<file path="src/rtl/fifo_demux_1_16_pkg.sv">
// rtl/fifo_demux_1_16_pkg.sv - shared FIFO geometry and pointer helper
// Purpose : depth, pointer and count widths shared by the write-side demux
//           and the read-side mux, plus the modulo-depth pointer increment.
// Ports   : none (package)
package fifo_demux_1_16_pkg;

    localparam int FIFO_DEPTH = 16;
    localparam int FIFO_PTR_W = 4;
    localparam int FIFO_CNT_W = 5;

    // Pointer width equals log2(depth), so natural overflow gives 15 -> 0.
    function automatic logic [FIFO_PTR_W-1:0] ptr_inc(input logic [FIFO_PTR_W-1:0] p);
        return p + FIFO_PTR_W'(1);
    endfunction

endpackage

</file>
<file path="src/rtl/fifo_dec_4_16.sv">
// rtl/fifo_dec_4_16.sv - 4-to-16 one-hot decoder with enable
// Purpose : turns a pointer plus an accept strobe into a per-entry strobe.
// Ports   : idx    in  4   entry index
//           en     in  1   strobe; all outputs 0 when low
//           onehot out 16  onehot[idx] = en
module fifo_dec_4_16
    import fifo_demux_1_16_pkg::*;
(
    input  logic [FIFO_PTR_W-1:0] idx,
    input  logic                  en,
    output logic [FIFO_DEPTH-1:0] onehot
);

    always_comb begin
        onehot = '0;
        if (en) begin
            onehot[idx] = 1'b1;
        end
    end

endmodule

</file>
<file path="src/rtl/fifo_demux_1_16.sv">
// rtl/fifo_demux_1_16.sv - write side of a 16-entry FIFO with occupancy tracking
// Purpose : steers each accepted write into the entry at wr_ptr, tracks which
//           entries hold unread data, and exposes all entries plus rd_ptr so the
//           downstream 16:1 mux can present the head entry.
// Ports   : clk, reset (async, active-high)
//           wr, in        write request and data (accepted when !full)
//           rd            pop request (accepted when !empty)
//           out_flat      entry k on bits [(k+1)*W-1 : k*W]
//           valid         per-entry unread flag
//           rd_ptr/wr_ptr head index / next write index
//           count         occupancy 0..16; full/empty decoded from it
//           overflow      sticky, set by a write attempt while full
module fifo_demux_1_16
    import fifo_demux_1_16_pkg::*;
#(
    parameter int bw   = 4,
    parameter int simd = 1
) (
    input  logic                       clk,
    input  logic                       reset,
    input  logic                       wr,
    input  logic [simd*bw-1:0]         in,
    input  logic                       rd,
    output logic [FIFO_DEPTH*simd*bw-1:0] out_flat,
    output logic [FIFO_DEPTH-1:0]      valid,
    output logic [FIFO_PTR_W-1:0]      rd_ptr,
    output logic [FIFO_PTR_W-1:0]      wr_ptr,
    output logic [FIFO_CNT_W-1:0]      count,
    output logic                       full,
    output logic                       empty,
    output logic                       overflow
);

    localparam int W = simd * bw;

    logic [FIFO_PTR_W-1:0] rd_ptr_q, rd_ptr_d;
    logic [FIFO_PTR_W-1:0] wr_ptr_q, wr_ptr_d;
    logic [FIFO_CNT_W-1:0] count_q, count_d;
    logic [FIFO_DEPTH-1:0] valid_q, valid_d;
    logic                  overflow_q, overflow_d;

    logic                  wr_acc, rd_acc;
    logic [FIFO_DEPTH-1:0] wr_en, rd_clr;

    // Accept decisions use pre-edge state only.
    assign full   = (count_q == FIFO_CNT_W'(FIFO_DEPTH));
    assign empty  = (count_q == '0);
    assign wr_acc = wr & ~full;
    assign rd_acc = rd & ~empty;

    fifo_dec_4_16 u_wr_dec (
        .idx    (wr_ptr_q),
        .en     (wr_acc),
        .onehot (wr_en)
    );

    fifo_dec_4_16 u_rd_dec (
        .idx    (rd_ptr_q),
        .en     (rd_acc),
        .onehot (rd_clr)
    );

    always_comb begin
        rd_ptr_d   = rd_acc ? ptr_inc(rd_ptr_q) : rd_ptr_q;
        wr_ptr_d   = wr_acc ? ptr_inc(wr_ptr_q) : wr_ptr_q;
        // Set and clear never hit the same entry: both accepted implies
        // 0 < count < 16, so wr_ptr != rd_ptr.
        valid_d    = (valid_q & ~rd_clr) | wr_en;
        overflow_d = overflow_q | (wr & full);
        count_d    = count_q;
        if (wr_acc && !rd_acc) begin
            count_d = count_q + FIFO_CNT_W'(1);
        end else if (rd_acc && !wr_acc) begin
            count_d = count_q - FIFO_CNT_W'(1);
        end
    end

    always_ff @(posedge clk or posedge reset) begin
        if (reset) begin
            rd_ptr_q   <= '0;
            wr_ptr_q   <= '0;
            count_q    <= '0;
            valid_q    <= '0;
            overflow_q <= 1'b0;
        end else begin
            rd_ptr_q   <= rd_ptr_d;
            wr_ptr_q   <= wr_ptr_d;
            count_q    <= count_d;
            valid_q    <= valid_d;
            overflow_q <= overflow_d;
        end
    end

    // Entry storage; popped data is left in place, only valid drops.
    genvar k;
    generate
        for (k = 0; k < FIFO_DEPTH; k++) begin : g_entry
            logic [W-1:0] entry_q, entry_d;

            always_comb begin
                entry_d = wr_en[k] ? in : entry_q;
            end

            always_ff @(posedge clk or posedge reset) begin
                if (reset) begin
                    entry_q <= '0;
                end else begin
                    entry_q <= entry_d;
                end
            end

            assign out_flat[k*W +: W] = entry_q;
        end
    endgenerate

    assign valid    = valid_q;
    assign rd_ptr   = rd_ptr_q;
    assign wr_ptr   = wr_ptr_q;
    assign count    = count_q;
    assign overflow = overflow_q;

endmodule
</file>
<file path="config.mk">
export PLATFORM = sky130hd
export DESIGN_NAME = fifo_demux_1_16
export DESIGN_NICKNAME = d
export VERILOG_FILES = /design/src/rtl/fifo_demux_1_16_pkg.sv /design/src/rtl/fifo_dec_4_16.sv /design/src/rtl/fifo_demux_1_16.sv
export SDC_FILE = /design/constraint.sdc
export NUM_CORES = 1
export LEC_CHECK = 0
export ABC_CLOCK_PERIOD_IN_PS = 8600
export BUFFER_PORTS_ARGS = -buffer_cell sky130_fd_sc_hd__buf_4
export CORE_AREA = 2 2 96 98
export CTS_CLUSTER_SIZE = 12
export DETAILED_ROUTE_END_ITERATION = 10
export DIE_AREA = 0 0 98 100
export PLACE_DENSITY = 0.74
export SETUP_SLACK_MARGIN = 0.4
export SKIP_LAST_GASP = 1
export SYNTH_ARGS = -nofsm -noshare
export SYNTH_HDL_FRONTEND = slang
export SYNTH_SLANG_ARGS = --single-unit
</file>
<file path="constraint.sdc">
create_clock -name clk -period 8.6 [get_ports clk]
set_clock_uncertainty 0.1 [all_clocks]
set_input_delay 1.72 -clock clk [delete_from_list [all_inputs] [get_ports clk]]
set_output_delay 1.72 -clock clk [all_outputs]
set_load 0.01 [all_outputs]
</file>
==> flow_metrics.py <==
metrics = {
    "logic_synthesis": {
        "synth.most_common_cell": "dfrtp_1",
        "muxShareOfSynthArea_pct": 17.9,
        "synth_compound_area_share_pct": 11.4,
        "synth_async_sr_flop_share_pct": 100,
        "synth_edf_count": 0,
        "syn_nets": 333,
        "ys_top_cells_by_count": "94 x dfrtp_1, 66 x mux2_2, 18 x a21o_1",
        "synth_warnings": 0,
        "synthCells": 312,
        "synth_fa_ha_area_share_pct": 4.00,
        "ys_ff_latch": 94,
        "yosys.area_share.xor_xnor_pct": 1.65,
        "synth_area_sq_um": 4260,
        "synth_cell_type_count": 39,
        "ys_top_cells_by_area": "dfrtp_1 55%, mux2_2 17%, ha_1 3.5%",
        "seq_area_frac_synth_pct": 55.2,
        "synth_top_family_by_area": "multiplexers",
        "yosys.area_share.simple_pct": 6.64,
        "yosysTopAreaCell": "dfrtp_1",
        "netlist.area_leader.share_pct": 55.2,
        "ys.flop_type": "dfrtp_1",
        "avgSynthCellArea_sq_um": 13.7,
    },
    "cells_and_area": {
        "area_growth_pct": 24.4,
        "layout-drive-gt1-share_pct": 49.2,
        "seq_area_sq_um": 2350,
        "multiInputGateArea_sq_um": 1780,
        "utilization_pct": 59.6,
        "instances_no_fill": 524,
        "stdcell_area_sq_um": 5300,
        "layout.nets": 430,
        "n_antenna_cell": 0,
        "fillCellCount": 740,
    },
    "placed_design": {
        "dpl_cell_area_sq_um": 5090,
        "dpl.hpwl_microns": 6810,
        "dp_cells": 509,
        "port_buffers": 103,
        "dp_slack_ns": 4.63,
        "place.gp.congestion": 0.819,
    },
    "setup_path": {
        "reg2reg_depth": 8,
        "timing.rr.end": "count[4]$_DFFE_PP0P_",
        "cp.arrival_ns": 1.83,
        "crit_buf_inv": 1,
        "worstPathCellList": "or4_4 > nor2_1 > buf_4",
        "cp-start-kind": "flip-flop",
        "cpMaxStageDelayCell": "or4_4",
        "ff2ff_setup_slack_ns": 5.50,
        "crit_family": "simple AND/OR/NAND/NOR gates",
        "worstSetupEndpointType": "output port",
        "cp_max_fo": 20,
        "r2r_start": "count[1]$_DFFE_PP0P_",
        "critPathRequiredTime_ns": 6.78,
        "criticalPathCategory": "reg -> out",
        "slowest_delay_ns": 0.70,
    },
    "clock_network": {
        "cts-resized-gates": 0,
        "root_buffer": "clkbuf_8",
        "cts_buffers": 9,
        "clockBufferDepth": 2,
        "worstSkewPairLatency_ns": 0.36,
        "cts-htree-levels": 3,
        "cts.clk_slew.worst_paths_ns": 0.09,
        "cts.sinks": 94,
        "ctsHoldBuffers": 0,
        "post_cts_buffers": 0,
        "cts_tree": "built",
    },
    "timing": {
        "min_period_ns": 3.65,
        "fmax_mhz": 274,
        "tightestPinTransition_ns": 0.732,
        "grt_setup_unrepaired": "no",
        "fin_crit_sh_pct": 42.5,
        "worst_slack_ns": 4.95,
        "hold_slack_ns": 0.380,
        "setup_tns_ns": 0,
        "maxSlewHeadroom_pct": 51.2,
        "hold_viol_final": 0,
        "setup_viol": 0,
        "slew_viol_final": 0,
    },
    "global_routing": {
        "grt_max_degree": 52,
        "antenna_found_initial": 0,
        "grt_pass1_wl_microns": 15600,
        "grt_overflow_total": 0,
        "grt_pass1_vias": 2921,
        "grt_usage_pct": 20.4,
    },
    "pwr": {
        "finalPower_mw": 2.11,
        "seq_power_share_pct": 39.3,
        "p_per_area_nw_per_um2": 398,
        "p_int_mw": 1.33,
        "leakage_nw": 2.47,
        "p_sw_mw": 0.774,
        "switching_share_pct": 36.7,
        "peakVddDrop_mv": 0.201,
        "combPwrFrac_pct": 46.3,
        "clock_power_share_pct": 14.4,
    },
    "worst_hold_path": {
        "holdPathEnd": "overflow$_DFF_PP0_",
        "min_path_cells": 1,
        "hold_start": "overflow$_DFF_PP0_",
        "worstHoldPathType": "reg -> reg",
    },
    "die": {
        "ioPinCount": 104,
        "die_w_microns": 98,
        "core.rowCount": 35,
        "core_sq_um": 8890,
        "dieHeight_microns": 100,
        "initial_core_util_pct": 47.9,
        "die_area_sq_um": 9800,
    },
    "route": {
        "drt-wirelength-per-cell_microns": 18.4,
        "drtPass1Iterations": 5,
        "drt_iter0_drc": 159,
        "viasPerCell": 5.63,
        "drc_errors": 0,
        "routed_wirelength_microns": 9630,
        "ant_nets": 0,
        "num_vias": 2950,
    },
    "flow_run": {
        "maxCapViolations": 0,
    },
    "outcome": {
        "status": "finished, final reports clean",
    },
}
placed cells by master (no fill, tap or decap), types with 3 or more instances in the layout:
cell type  instances
a21oi_2           10
o2111ai_1         16
nand4b_1           8
dfrtp_1           94
inv_1              6
a21oi_1           11
nand4_1            5
mux2_2            66
a21o_1            18
nor2_1             3
buf_4            106
ha_1              12
nand4bb_1          4
clkbuf_8          10
xnor2_1            6
or3_1              3
cell families (layout without fill, tap and decap cells):
group | after synthesis | count (layout)
and+or+nand+nor | 39 | 39
muxes | 68 | 68
AOI/OAI and AO/OA | 63 | 63
xor gates and xnor gates | 8 | 8
buffers and inverters | 27 | 128
DFF | 94 | 94
adders and majority gates | 13 | 13
worst max path at each step:
stage               slack (ns)                   end            startpoint  depth (start not counted)
finish                    4.95                 empty  count[1]$_DFFE_PP0P_                          3
detailed placement        4.63  count[4]$_DFFE_PP0P_                    wr                          8
global placement          4.76  count[4]$_DFFE_PP0P_                    wr                          8
global route              4.82  count[4]$_DFFE_PP0P_                    wr                          8
floorplan                 4.33  count[0]$_DFFE_PP0P_                 reset                          1
CTS                       4.93                 empty  count[1]$_DFFE_PP0P_                          3
routing by layer:
metal  wire length (microns)  share of wire, %  GRT usage [%]
met5                       0                 0              0
met4                     154               1.6           7.80
met3                     563               5.8           5.22
met2                    4640                48           32.0
met1                    4270                44           27.5
layout make-up:
cell class / instances / area share, %
clock buffer: 10 / 2.60
clock inverter: 5 / 1.25
inverter: 7 / 0.520
multi-input combinational: 191 / 33.6
sequential: 94 / 44.4
tap: 111 / 2.62
timing repair buffer: 106 / 15.0
registers in the layout (all words and copies together) (netlist names):
| name | count |
|---|---|
| count | 5 |
| valid | 16 |
| overflow | 1 |
| wr_ptr | 4 |
| g_entry.entry_q | 64 |
| rd_ptr | 4 |
power by group through the flow:
stage / clock network (mW) / registers (mW) / logic, mW
after CTS: 0.313 / 0.831 / 0.987
after detailed placement: 0 / 0.837 / 0.984
final: 0.304 / 0.828 / 0.976
after floorplan: 0 / 0.900 / 0.461
after global routing: 0.331 / 0.864 / 1.05
after global placement: 0 / 0.828 / 0.958
(Power assumes the default switching activity.)
